===== src/rtl/rr_decoder_arbiter.sv =====
// Purpose : round-robin arbiter sharing one resource among 16 requesters, grant driven through a 4-to-16 decoder.
// Latency : req to grant is 1 clock; a holder hands over to the next requester with no idle bubble.
// Backpr. : the holder keeps the grant until i_done or its request drops; optional hold-limit preemption.
//
// Ports:
//   i_clk         rising-edge clock
//   i_rst_n       synchronous reset, active-low
//   i_req         request vector, bit i = requester i
//   i_done        current holder releases the resource this cycle (ignored while idle)
//   o_grant_idx   registered winner index (decoder binary input)
//   o_grant_valid registered grant-active flag (decoder enable)
//   o_grant       one-hot grant bus, decoded from o_grant_idx / o_grant_valid
//   o_timeout     one-cycle pulse on forced preemption
//
// Optional feature macro: RR_ARB_TIMEOUT_EN
//   defined   : a holder that has held HOLD_MAX cycles while others wait is forcibly released
//   undefined : no hold counter, o_timeout tied low

// 4-to-16 decoder: one-hot output of the binary input when enabled, all-zero otherwise.
// Purely combinational; no state.
module rr_decoder_4to16 (
    input  logic [3:0]  i_binary,
    input  logic        i_enable,
    output logic [15:0] o_onehot
);

    always_comb begin
        o_onehot = '0;
        if (i_enable) begin
            o_onehot[i_binary] = 1'b1;
        end
    end

endmodule

module rr_decoder_arbiter #(
    parameter int NUM_REQ  = 16,
    parameter int HOLD_MAX = 8
) (
    input  logic               i_clk,
    input  logic               i_rst_n,
    input  logic [NUM_REQ-1:0] i_req,
    input  logic               i_done,
    output logic [3:0]         o_grant_idx,
    output logic               o_grant_valid,
    output logic [NUM_REQ-1:0] o_grant,
    output logic               o_timeout
);

    localparam int IDX_W = 4;

    // The requester count is pinned by the 4-bit decoder; reject any other build.
    generate
        if (NUM_REQ != 16) begin : g_bad_num_req
            $error("rr_decoder_arbiter: NUM_REQ must be 16");
        end
        if (HOLD_MAX < 2 || HOLD_MAX > 255) begin : g_bad_hold_max
            $error("rr_decoder_arbiter: HOLD_MAX must be in 2..255");
        end
    endgenerate

    typedef enum logic {
        S_IDLE  = 1'b0,
        S_GRANT = 1'b1
    } state_t;

    state_t             r_state;
    logic [IDX_W-1:0]   r_ptr;
    logic [IDX_W-1:0]   r_grant_idx;
    logic               r_grant_valid;

    logic               w_hold;
    logic               w_preempt;
    logic               w_keep;
    logic               w_take;
    logic [NUM_REQ-1:0] w_search_req;
    logic [NUM_REQ-1:0] w_rot;
    logic [IDX_W-1:0]   w_off;
    logic               w_found;
    logic [IDX_W-1:0]   w_winner;

    // Holder still wants the resource and has not signalled completion.
    assign w_hold = (r_state == S_GRANT) && i_req[r_grant_idx] && !i_done;

    // Candidates for the search. On a forced preemption the holder is removed
    // so the resource is guaranteed to move to somebody else.
    always_comb begin
        w_search_req = i_req;
        if (w_preempt) begin
            w_search_req = i_req & ~o_grant;
        end
    end

    // Rotating search starting at r_ptr. Every grant loads r_ptr with
    // winner+1, so while granting r_ptr is grant_idx+1 and the holder sits
    // last in priority; in IDLE it continues from where the last grant left off.
    assign w_rot = NUM_REQ'({w_search_req, w_search_req} >> r_ptr);

    always_comb begin
        w_off = '0;
        for (int i = NUM_REQ - 1; i >= 0; i--) begin
            if (w_rot[i]) begin
                w_off = IDX_W'(i);
            end
        end
    end

    assign w_found  = |w_search_req;
    assign w_winner = r_ptr + w_off;  // 4-bit add gives the mod-16 wrap

    // Keep the current grant untouched, or start a new one this edge.
    assign w_keep = w_hold && !w_preempt;
    assign w_take = !w_keep && w_found;

    always_ff @(posedge i_clk) begin
        if (!i_rst_n) begin
            r_state       <= S_IDLE;
            r_ptr         <= '0;
            r_grant_idx   <= '0;
            r_grant_valid <= 1'b0;
        end else begin
            case (r_state)
                S_IDLE: begin
                    if (w_take) begin
                        r_state       <= S_GRANT;
                        r_grant_idx   <= w_winner;
                        r_grant_valid <= 1'b1;
                        r_ptr         <= w_winner + 4'd1;
                    end
                end
                S_GRANT: begin
                    if (w_take) begin
                        // Hand-over (possibly back to a sole requester), no bubble.
                        r_grant_idx   <= w_winner;
                        r_ptr         <= w_winner + 4'd1;
                    end else if (!w_keep) begin
                        // Released and nobody waiting; index keeps its last value.
                        r_state       <= S_IDLE;
                        r_grant_valid <= 1'b0;
                    end
                end
                default: begin
                    r_state       <= S_IDLE;
                    r_grant_valid <= 1'b0;
                end
            endcase
        end
    end

`ifdef RR_ARB_TIMEOUT_EN
    localparam logic [7:0] HOLD_LAST = 8'(HOLD_MAX - 1);

    logic [7:0] r_hold_cnt;
    logic       r_timeout;

    // Preempt only a holder that would otherwise keep the grant, has used up
    // its share, and has at least one competitor waiting.
    assign w_preempt = w_hold && (r_hold_cnt == HOLD_LAST) && |(i_req & ~o_grant);

    always_ff @(posedge i_clk) begin
        if (!i_rst_n) begin
            r_hold_cnt <= '0;
            r_timeout  <= 1'b0;
        end else begin
            r_timeout <= w_preempt;
            if (w_take) begin
                r_hold_cnt <= '0;
            end else if (w_keep && (r_hold_cnt != HOLD_LAST)) begin
                // Saturates so a sole requester is never preempted.
                r_hold_cnt <= r_hold_cnt + 8'd1;
            end
        end
    end

    assign o_timeout = r_timeout;
`else
    assign w_preempt = 1'b0;
    assign o_timeout = 1'b0;
`endif

    assign o_grant_idx   = r_grant_idx;
    assign o_grant_valid = r_grant_valid;

    // Decoded straight from registers, so the grant bus cannot glitch on req/done.
    rr_decoder_4to16 u_decoder (
        .i_binary (r_grant_idx),
        .i_enable (r_grant_valid),
        .o_onehot (o_grant)
    );

endmodule

===== config.mk =====
export PLATFORM = sky130hd
export DESIGN_NAME = rr_decoder_arbiter
export DESIGN_NICKNAME = d
export VERILOG_FILES = /design/src/rtl/rr_decoder_arbiter.sv
export SDC_FILE = /design/constraint.sdc
export NUM_CORES = 1
export LEC_CHECK = 0
export ABC_AREA = 0
export CELL_PAD_IN_SITES_DETAIL_PLACEMENT = 1
export CELL_PAD_IN_SITES_GLOBAL_PLACEMENT = 1
export CORE_AREA = 2 2 76 78
export DETAILED_ROUTE_END_ITERATION = 8
export DIE_AREA = 0 0 78 80
export GPL_TIMING_DRIVEN = 1
export PLACE_DENSITY_LB_ADDON = 0.08
export SLEW_MARGIN = 20
export SYNTH_ARGS = -nofsm -noshare
export SYNTH_HDL_FRONTEND = slang
export SYNTH_SLANG_ARGS = --single-unit

===== constraint.sdc =====
create_clock -name i_clk -period 4.3 [get_ports i_clk]
set_input_delay 1.075 -clock i_clk [delete_from_list [all_inputs] [get_ports i_clk]]
set_output_delay 1.075 -clock i_clk [all_outputs]
set_load 0.01 [all_outputs]

### After elaboration in Yosys (flattened, before gate mapping)

Cells that the tools add are included.

* bits in registers: 10
* logic and storage cells: 52

* equal/unequal tests: 3
* $add $sub $neg: 2
* shift operators: 1
* reduce and logical (&&, ||, !) cells: 8
* bitwise logic cells: 1
* magnitude comparators: 2
* muxes and demuxes: 31

Operators with widths (count)
* $mux 4: 18
* $shr 32x4->16: 1
* $mux 16: 1
* $reduce_or 16->1: 1
* $mux 1: 8
* $ne 2x2->1 const B: 3
* $lt 4x5->1 const B: 1
* $add 4x1->4 const B: 1
* $add 4x4->4: 1
* $bmux 1 s4: 1
* $demux 1 s4: 1
* $ge 4x1->1 const B: 1
* $logic_and 1x1->1: 4
* $pmux 1 s2: 2
* $reduce_and 3->1: 1
* $logic_not 1->1: 2
* $not 1->1: 1

### Depth between registers and ports, before layout

Gate-level depths: netlist of run 1.

* word-level depth: 20
* gate-level depth with buffers: 16
* mapped depth without buffers: 14

### By module

Synthesis of run 1 repeated with hierarchy kept, for this count alone.

* cells, all modules: 190
* area total of the unflattened synthesis: 1870.5 µm²

Modules (own cells, without submodules)
* rr_decoder_arbiter: instances 1, seq. area each 200.2 µm², cells each 167, area an instance 1752.9 µm²
* rr_decoder_4to16: instances 1, seq. area each 0.0 µm², cells each 23, area an instance 117.6 µm²

### Worst setup path after synthesis of run 1

OpenSTA, ideal clock, no wires.

* kind: input to register
* start point: input port i_req[10]
* end point: register r_ptr[3]
* required time: 4.173 ns
* path slack: -0.167 ns
* arrival: 4.340 ns
* cell stages on the path: 13
* cells stage by stage: mux4_1 -> mux2_2 -> mux2_2 -> or3_1 -> nor4b_1 -> a21oi_1 -> ha_1 -> fa_1 -> xor2_1 -> nand3_1 -> nand4_1 -> mux2i_1 -> or3_1

* word-level cells in the longest chain between the ends: 20
* elaborated cells between the ends (all ways): 27

RTL lines
* start, declared: line 42 `input logic [NUM_REQ-1:0] i_req,`
* $shr 32x4->16: line 97 `assign w_rot = NUM_REQ'({w_search_req, w_search_req} >> r_ptr);`
* $mux 4 (16 in series): line 102 `if (w_rot[i]) begin`
* $add 4x4->4: line 109 `assign w_winner = r_ptr + w_off;`
* $add 4x1->4: line 128, 135
* $mux 4: line 124, 132
* end signal, assigned: line 128 `r_ptr <= w_winner + 4'd1;`
* end signal, assigned: line 135 `r_ptr <= w_winner + 4'd1;`
* end, declared: line 68 `logic [IDX_W-1:0] r_ptr;`

Several ways; a longest one is shown, not always the timed one. The select of a mux whose other input is x is not followed.
A chain may end at the register's enable or synchronous reset.

### Worst setup path in the final report of run 1

* start point: input port i_req[8]
* end point: register r_ptr[3]

The elaborated chain is that of the path after synthesis.

==> results of run 1 <==
critical path: cells and delay by family:
family | cells | cell delay (ns)
fa+ha+maj | 2 | 0.63
simple gates | 5 | 1.19
buf+inv | 1 | 0.10
mux | 4 | 1.16
xor+xnor | 1 | 0.18
compound gates | 1 | 0.11
stage by stage:
stage               std cells  power, mW  hold slack, ns  setup slack (ns)  cell area, µm²
floorplan                 199      0.959           0.557            0.0585            1930
global placement          349       1.41           0.597            -0.574            2740
detailed placement        349       1.47           0.599            -0.713            2740
CTS                       360       1.69           0.616           -0.0535            2840
global route              363       1.94           0.656            -0.120            2950
finish                    363       1.81           0.611           -0.0148            2950
power breakdown:
part	leakage, nW	internal [mW]	total, mW	switching (mW)
clock	0.0288	0.0808	0.121	0.0400
combinational	1.07	0.822	1.50	0.681
sequential	0.0828	0.120	0.185	0.0650
cell families (layout without fill, tap and decap cells):
logic type / after synthesis / in the layout
flip-flops: 10 / 10
XOR/XNOR: 5 / 5
adder cells (fa/ha/maj): 5 / 5
other: 1 / 1
AND/OR/NAND/NOR: 77 / 77
AO/OA/AOI/OAI: 27 / 27
multiplexers: 53 / 53
buffers and inverters: 21 / 113
sequential cells by signal (all words and copies together), names as in the netlist, named ones only:
signal	cells
o_grant_valid	1
o_grant_idx	4
r_ptr	4
layer usage:
metal | global-route usage (%) | share of wire (%) | vias to the layer above
li1 | - | - | 961
met1 | 25.9 | 42 | 1007
met2 | 41.6 | 53 | 52
met3 | 2.60 | 2.8 | 11
met4 | 7.02 | 1.6 | 0
met5 | 0 | 0 | -
layout make-up:
class / instances / area share, %
clock buffer: 4 / 1.87
sequential: 10 / 6.79
timing repair buffer: 104 / 29.4
inverter: 5 / 0.636
multi-input combinational: 168 / 58.3
tap: 72 / 3.05
cell usage in the layout, fill, tap and decap left out, types with 3 or more instances in the layout:
cell and instances:
dfxtp_1 10, mux2_2 3, mux2i_2 3, a21oi_1 4, nand2_1 10, nand4_1 5, nor2_1 11, nor2b_1 7
and2_1 4, nor3_1 8, nand2b_1 4, buf_2 7, clkbuf_8 4, mux4_2 18, clkdlybuf4s50_1 23, mux4_1 5
o21ai_1 5, inv_1 4, nor4_1 6, ha_1 3, nand3_1 10, buf_6 7, buf_4 65, mux2_4 4
mux2i_1 17
worst paths after layout:
| path | cells after the start | to | slack, ns |
|---|---|---|---|
| worst max-delay path | 14 | r_ptr[3]$_SDFFE_PN0P_ | -0.01 |
| worst min-delay path | 2 | o_grant_valid$_SDFFE_PN0P_ | 0.61 |
| worst max register to register | 14 | r_ptr[3]$_SDFFE_PN0P_ | 0.32 |
| worst min register to register | 2 | o_grant_valid$_SDFFE_PN0P_ | 0.61 |
what timing repair did:
action                     4_1_cts  5_1_grt
cloned                           0        0
pin swaps                        7       10
setup endpoints to repair        6        4
gates resized for setup         90       18
buffers inserted                 7        3
==> metrics.md, run 1 <==
| Metric | Value |
|---|---|
| Status | `complete, but fails checks` |
| Failing checks | `negative setup slack` |
| Slew HR | `between 60 and 70%` |
| Count leader, synth | `mux2i_1` |
| Worst r2r src | `r_ptr[0]$_SDFFE_PN0P_` |
| CP max FO | `3` |
| Sequential fraction of the synthesis area | `10.5%` |
| Vias in the first global route | `2,253` |
| Synth Area in Simple Gates | `approximately 22%` |
| Most used cell, CP | `mux2_4` |
| Global placement routability congestion | `~0.84` |
| Chip Width | `approximately 78 µm` |
| Total negative setup slack | `-0.0148 ns` |
| Core area | `around 0.0054 mm²` |
| Peak Freq | `roughly 230 MHz` |
| Setup crit start kind | `input port` |
| Dpl hpwl | `about 5200 µm` |
| GRT overflow | `0` |
| Post-synthesis cell area | `roughly 0.0019 mm²` |
| Storage cell area | `200 µm²` |
| Slowest stage delay, CP | `around 0.50 ns` |
| Full die area | `~0.0062 mm²` |
| CTS hold repair buffers | `0` |
| CP cell instances | `buf_8 > mux4_2 > mux2_4 > mux2_4 > or3_4 > nor4b_4 > a21oi_1 > ha_2 > fa_2 > xor2_2 > and3_4 > nand4_1 > mux2i_1 > or3_1` |
| Skew-Pair Late Insertion Delay | `around 0.24 ns` |
| Post-synth EDFFs | `0` |
| Gate Count Post-Synth | `199` |
| I/O pin count | `between 40 and 50` |
| Area of the multi-input gates | `around 0.0017 mm²` |
| Final slew viol count | `0` |
| Max-Cap Viols | `0` |
| Slowest CP cell | `mux4_2` |
| CP Launch Point | `i_req[8]` |
| RSZ-0062 raised after global routing | `true` |
| Area fraction of the dominant cell type after synthesis | `16.5%` |
| Largest net degree at the start of global routing | `25` |
| Leading area contributor after synthesis | `mux4_2` |
| Adder-cell area share of the yosys netlist | `3.67%` |
| 1st-iter DRT viols | `64` |
| # diodes | `0` |
| Number of CTS-inserted buffers | `3` |
| Worst-Margin Slew | `between 0.5 and 0.6 ns` |
| Synth area leaders | `mux4_2 (17%), mux4_1 (12%), mux2i_1 (12%)` |
| Max Root-Sink Buffers | `2` |
| DRC | `0` |
| Die height | `approximately 80 µm` |
| Count of input and output buffers | `39` |
| Worst setup path class | `in2reg` |
| Synth-to-Final Area Change | `54.7%` |
| Yosys Warn Count | `0` |
| Mapped Nets | `roughly 220` |
| Syn avg cell area | `9.58 µm²` |
| Average routed wire per standard cell | `about 19 µm` |
| Root Buffer | `clkbuf_8` |
| Static leakage | `~1.2 nW` |
| Initial antenna violation count | `0` |
| FF+latch count, synth | `10` |
| Hold WC Path Type | `reg2reg` |
| Utilization after layout | `between 50% and 60%` |
| Filler cells | `613` |
| VDD IR max | `0.221 mV` |
| Commonest cells in the netlist | `mux2i_1 (22), mux4_2 (14), nor2_1 (12)` |
| Via count | `between 2,000 and 2,500` |
| Final setup fails | `1` |
| Critical Path RT | `between 4 and 5 ns` |
| Count of cell types in the netlist | `52` |
| Largest family of logic cells by synthesized area | `multiplexers` |
| Final antenna-violating net count | `0` |
| Clk sinks | `10` |
| Final worst path period need | `4.31 ns` |
| Compound-Gate Fraction of Synth Area | `10.2%` |
| Pre-antenna DRT Iters | `4` |
| Worst setup EP type | `register` |
| Post-synthesis xor/xnor area fraction | `under 10%` |
| P per Cell Area | `a little over 600 mW/mm²` |
| CTS tree | `done` |
| H-tree levels | `1` |
| WP data arrival | `around 4.4 ns` |
| Mux share of post-synthesis cell area | `between 40% and 50%` |
| Nets | `316` |
| First-pass GRT wire length | `approximately 11,000 µm` |
| Register clock-pin slew on the reported worst setup and hold paths | `roughly 0.050 ns` |
| GRT Overall Usage | `between 20% and 30%` |
| Main flop type after synthesis | `dfxtp_1` |
| Share of cells above drive strength 1 | `a little under half` |
| Synth async-reset ratio | `0%` |
| Cell Rows | `27` |
| Vias/cell | `5.60` |
| Post-route setup slack | `-0.0148 ns` |
| DRT Wirelength | `just under 7000 µm` |
| Hold Vio Cnt, Final | `0` |
| Initial Util | `35.3%` |
| Final setup skew | `approximately 0.0058 ns` |
| Period utilisation layout | `100%` |
No activity file was read; power rests on OpenSTA's default activity.
==> run 2, diff against run 1 <==
- GPL_TIMING_DRIVEN: 1 -> 0
==> run 2 against run 1 <==
Compared with the run above:
- the flow still finishes with violations (negative setup slack)
- non-clock buffer count shrank 41
- clock skew shrank 0.0046 ns
- largest cell class unchanged
- register-to-register slack lost 0.19 ns
- cell count shrank 11%
- highest routed layer unchanged
- flip-flop and latch count is the same
==> metrics.md, run 2 (synthesized netlist as in run 1, its figures left out) <==
| Metric | Value |
|---|---|
| Worst-Margin Slew | `0.693 ns` |
| Fin cells | `around 320` |
| Worst r2r src | `r_ptr[1]$_SDFFE_PN0P_` |
| H-tree levels | `1` |
| Die height | `about 80 µm` |
| Flop pwr share | `9.3%` |
| DRC | `0` |
| Via count | `1,873` |
| VDD IR max | `slightly above 0.2 mV` |
| Final antenna-violating net count | `0` |
| Clock share of power | `around 7.6%` |
| Number of CTS-inserted buffers | `3` |
| Utilization after layout | `around 47%` |
| RSZ-0062 raised after global routing | `true` |
| Setup crit start kind | `input port` |
| Hold Path Depth | `2` |
| Static leakage | `0.920 nW` |
| Max-Cap Viols | `0` |
| Worst-case hold path end point | `o_grant_idx[2]$_SDFFE_PN0P_` |
| Root Buffer | `clkbuf_8` |
| Most common cell after layout, fill and taps aside | `clkdlybuf4s50_1` |
| Pre-antenna DRT Iters | `4` |
| Slew HR | `around 54%` |
| Failing checks | `negative setup slack` |
| Hold Vio Cnt, Final | `0` |
| CP max FO | `6` |
| Vias/cell | `between 5 and 6` |
| Switching Fraction | `45.4%` |
| Worst setup path class | `in2reg` |
| Post-place setup slack | `-0.809 ns` |
| 1st-iter DRT viols | `43` |
| Hold Startpoint | `o_grant_idx[2]$_SDFFE_PN0P_` |
| Clk sinks | `10` |
| Skew-Pair Late Insertion Delay | `approximately 0.24 ns` |
| WP data arrival | `approximately 4.4 ns` |
| Inst Count DP | `310` |
| P per Cell Area | `roughly 600 mW/mm²` |
| R2r endpoint | `r_ptr[3]$_SDFFE_PN0P_` |
| R2r worst-path depth | `14` |
| Initial Util | `a little over a third` |
| Status | `complete, but fails checks` |
| Post-route setup slack | `-0.0185 ns` |
| Internal power | `0.860 mW` |
| Count of input and output buffers | `39` |
| Core area | `0.00541 mm²` |
| Cell Rows | `27` |
| GRT Overall Usage | `around a fifth` |
| Dpl hpwl | `about 4500 µm` |
| Switching power | `between 0.7 and 0.8 mW` |
| Final setup skew | `0.00118 ns` |
| Share of cells above drive strength 1 | `32.0%` |
| Min Hold Slack | `0.603 ns` |
| Average routed wire per standard cell | `around 19 µm` |
| Peak Freq | `232 MHz` |
| First-pass GRT wire length | `between 10,000 and 15,000 µm` |
| Synth-to-Final Area Change | `33.6%` |
| Register clock-pin slew on the reported worst setup and hold paths | `0.05 ns` |
| Largest net degree at the start of global routing | `11` |
| Worst setup EP type | `register` |
| Global placement routability congestion | `approximately 0.8` |
| Final slew viol count | `0` |
| Critical Path RT | `4.41 ns` |
| Period utilisation layout | `100%` |
| Max Root-Sink Buffers | `2` |
| Vias in the first global route | `between 2,000 and 2,500` |
| Final worst path period need | `about 4.3 ns` |
| CTS tree | `done` |
| Hold WC Path Type | `reg2reg` |
| Full die area | `roughly 0.0062 mm²` |
| Most frequent cells in the layout | `clkdlybuf4s50_1 (23), mux4_2 (17), mux2i_1 (17), buf_2 (14), nor2_1 (12)` |
| Nets | `~280` |
| I/O pin count | `just over 40` |
| Chip Width | `just under 80 µm` |
| Final setup fails | `1` |
| Flop-to-flop setup slack | `roughly 0.13 ns` |
| DRT Wirelength | `5990 µm` |
| Initial antenna violation count | `0` |
| Logic pwr share | `roughly 83%` |
| GRT overflow | `0` |
| # diodes | `0` |
## run 2: metal layers
layer / wire length [µm] / share of wire, % / GRT usage [%] / vias to the layer above
met3: 258 / 4.3 / 2.71 / 7
met2: 2960 / 49 / 37.5 / 52
met4: 87 / 1.5 / 5.61 / 0
met1: 2690 / 45 / 27.0 / 934
met5: 0 / 0 / 0 / -
li1: - / - / - / 880
## run 2: worst max-delay path by stage
stage | from | to | cells past startpoint
after detailed placement | i_req[15] | r_ptr[3]$_SDFFE_PN0P_ | 14
final | i_req[15] | r_ptr[3]$_SDFFE_PN0P_ | 13
after global routing | i_req[12] | r_ptr[3]$_SDFFE_PN0P_ | 14
after CTS | i_req[8] | r_ptr[3]$_SDFFE_PN0P_ | 13
after floorplan | i_req[8] | r_ptr[3]$_SDFFE_PN0P_ | 13
after global placement | i_req[0] | r_ptr[3]$_SDFFE_PN0P_ | 14
## run 2: power by group through the flow
stage               Combinational, mW  Sequential [mW]  Clock [mW]
CTS                              1.19            0.147       0.123
finish                           1.31            0.146       0.119
detailed placement               1.08            0.147           0
global route                     1.43            0.151       0.128
global placement                 1.06            0.147           0
floorplan                       0.814            0.146           0
## run 2: cell type report
cell class / instances / area [µm²]
Buffer: 16 / 98.8
Clock buffer: 4 / 55.1
Fill cell: 640 / 2860
Inverter: 5 / 18.8
Multi-Input combinational cell: 168 / 1700
Sequential cell: 10 / 200
Tap cell: 72 / 90.1
Timing Repair Buffer: 47 / 385
## run 2: stage by stage
stage	power, mW	TNS (ns)	area [µm²]
2_1_floorplan	0.959	0	1930
3_3_place_gp	1.21	-2.86	2410
3_5_place_dp	1.22	-3.07	2410
4_1_cts	1.46	0	2480
5_1_grt	1.71	-0.141	2550
6_report	1.57	-0.0185	2550
## run 2: repair_timing
item / 4_1_cts / 5_1_grt
endpoints found under the setup margin: 6 / 4
pin swaps: 5 / 2
setup buffers: 5 / 3
hold endpoints to repair: 0 / 0
hold buffers: 0 / 0
gates resized for setup: 78 / 16
## run 2: critical path, cell delays in order
cell	delay [ns]
buf_2	0.15
mux4_2	0.50
mux2_4	0.30
mux2_4	0.28
or3_4	0.34
nor4b_4	0.25
a21oi_2	0.09
ha_2	0.20
fa_2	0.58
nand3_2	0.09
nand4_1	0.10
mux2i_1	0.08
or3_1	0.39
==> run 3, diff against run 2 <==
- PLACE_DENSITY: not set -> 0.84
- PLACE_DENSITY_LB_ADDON: 0.08 -> not set
==> run 3 against run 2 <==
Compared with the run above:
- the flow still finishes with violations (negative setup slack)
- clock power hardly changed
- worst setup slack worse by 0.19 ns
- cell count is 1.2% higher
- flip-flop and latch count stayed put
- first-iteration DRC count is 14% higher
- via count is 3.5% higher
- sequential power hardly changed
- die area stayed put
- routed wire length is 20% higher
- clock-buffer cell count stayed put
- critical path depth is 1 higher
- non-clock buffer count is 4 higher
- highest routed layer unchanged
==> metrics.md, run 3 (synthesized netlist as in run 1, its figures left out) <==
| Metric | Value |
|---|---|
| Status | `complete, but fails checks` |
| Failing checks | `negative setup slack` |
| Slew HR | `just over 50%` |
| Die height | `80 µm` |
| Hold Vio Cnt, Final | `0` |
| Worst-Margin Slew | `0.727 ns` |
| DRC | `0` |
| Core area | `between 0.005 and 0.006 mm²` |
| P per Cell Area | `639 mW/mm²` |
| Switching power | `0.790 mW` |
| Full die area | `approximately 0.0062 mm²` |
| Final antenna-violating net count | `0` |
| Slowest CP cell | `mux4_2` |
| Critical path buffer and inverter count | `2` |
| Setup crit start kind | `input port` |
| Initial antenna violation count | `0` |
| Number of CTS-inserted buffers | `3` |
| Period utilisation layout | `105%` |
| Static leakage | `0.964 nW` |
| Root Buffer | `clkbuf_8` |
| Post-route setup slack | `-0.212 ns` |
| Vias/cell | `around 5.9` |
| Post-place setup slack | `-1.04 ns` |
| Peak Freq | `222 MHz` |
| GRT Overall Usage | `between 20% and 30%` |
| Hold WC Path Type | `reg2reg` |
| WP data arrival | `between 4 and 5 ns` |
| Storage cell area | `about 200 µm²` |
| First-pass GRT wire length | `roughly 11,000 µm` |
| Max Root-Sink Buffers | `2` |
| Final slew viol count | `0` |
| Count of input and output buffers | `39` |
| Total negative setup slack | `-0.510 ns` |
| Slowest stage delay, CP | `about 0.54 ns` |
| Filler cells | `between 600 and 700` |
| Most frequent cells in the layout | `clkdlybuf4s50_1 (23), buf_4 (19), mux4_2 (16), mux2i_1 (15), nor2_1 (11)` |
| Pre-antenna DRT Iters | `4` |
| Total power | `approximately 1.7 mW` |
| Final setup skew | `0.00275 ns` |
| Share of cells above drive strength 1 | `between 30 and 40%` |
| Internal power | `0.902 mW` |
| Max-Cap Viols | `0` |
| Cell Rows | `27` |
| Chip Width | `78 µm` |
| Utilization after layout | `between 40 and 50%` |
| CP max FO | `6` |
| Worst setup EP type | `register` |
| Clock share of power | `under 10%` |
| Final worst path period need | `4.51 ns` |
| Flop pwr share | `between 8 and 9%` |
| Delay-heaviest family, CP | `multiplexers` |
| Initial Util | `35.3%` |
| Switching Fraction | `a little under half` |
| Average routed wire per standard cell | `approximately 22 µm` |
| # diodes | `0` |
| Global placement routability congestion | `between 0.8 and 0.9` |
| Register clock-pin slew on the reported worst setup and hold paths | `0.05 ns` |
| DRT Wirelength | `~7200 µm` |
| Vias in the first global route | `2,145` |
| Most common cell after layout, fill and taps aside | `clkdlybuf4s50_1` |
| CP cell instances | `buf_2 > mux4_2 > buf_4 > mux4_2 > o2111ai_1 > nor4b_4 > a21oi_2 > ha_2 > fa_2 > xor2_4 > and3_4 > nand4_1 > mux2i_1 > or3_1` |
| Area of the multi-input gates | `roughly 0.0017 mm²` |
| Most used cell, CP | `mux4_2` |
| Via count | `slightly below 2,000` |
| Worst setup path class | `in2reg` |
| Min Hold Slack | `just over 0.6 ns` |
| Final setup fails | `3` |
| Dpl hpwl | `slightly above 5000 µm` |
| Clk sinks | `10` |
| 1st-iter DRT viols | `around 50` |
| I/O pin count | `41` |
| Synth-to-Final Area Change | `38.8%` |
| Nets | `approximately 280` |
| Largest net degree at the start of global routing | `11` |
| Logic pwr share | `84.3%` |
| GRT overflow | `0` |
| VDD IR max | `0.178 mV` |
| Skew-Pair Late Insertion Delay | `0.24 ns` |
| Critical Path RT | `roughly 4.4 ns` |
| RSZ-0062 raised after global routing | `true` |
| CTS tree | `done` |
| H-tree levels | `1` |
[run 3: changes by cell type in the layout (fill, tap and decap cells not counted), sizes merged]
cell | previous run | this run
buf | 31 | 35
[run 3: stage by stage]
step	cells	cell area [µm²]
detailed placement	310	2410
floorplan	199	1930
global route	326	2650
CTS	324	2540
finish	326	2650
global placement	310	2410
[run 3: cell type report]
type,count,share of cell area [%]
plain buffers,16,3.73
inverters,5,0.709
clock buffers,4,2.08
well taps,72,3.40
repair buffers,51,17.4
multi-input cells,168,65.1
flip-flops and latches,10,7.56
[run 3: power by group through the flow]
| stage | clock network (mW) | logic, mW | registers (mW) |
|---|---|---|---|
| after CTS | 0.124 | 1.24 | 0.145 |
| after global routing | 0.128 | 1.53 | 0.148 |
| final | 0.122 | 1.43 | 0.145 |
| after global placement | 0 | 1.03 | 0.144 |
| after detailed placement | 0 | 1.09 | 0.145 |
| after floorplan | 0 | 0.814 | 0.146 |
[run 3: worst min-delay path: stages (launching register included)]
cell and delay (ns):
dfxtp_1 0.36, mux2i_1 0.15, nor2b_1 0.06
[run 3: per-layer routing]
metal / part of all wire [%] / track usage [%]
met4: 2.8 / 10.7
met5: 0 / 0
met3: 4.1 / 2.94
met2: 57 / 43.6
met1: 36 / 25.3
[run 3: what timing repair did]
| item | 4_1_cts | 5_1_grt |
|---|---|---|
| buffers inserted | 10 | 2 |
| setup endpoints to repair | 6 | 4 |
| hold buffers | 0 | 0 |
| endpoints found under the hold margin | 0 | 0 |
| cloned | 0 | 0 |
| pin swaps | 8 | 13 |
| resized for setup | 89 | 36 |
[run 3: worst paths after layout]
kind	slack, ns	end	from	cells past startpoint
worst min register to register	0.61	o_grant_idx[2]$_SDFFE_PN0P_	o_grant_idx[2]$_SDFFE_PN0P_	2
worst min-delay path	0.61	o_grant_idx[2]$_SDFFE_PN0P_	o_grant_idx[2]$_SDFFE_PN0P_	2
worst max register to register	-0.09	r_ptr[3]$_SDFFE_PN0P_	r_ptr[1]$_SDFFE_PN0P_	15
worst max-delay path	-0.21	r_ptr[3]$_SDFFE_PN0P_	i_req[6]	14
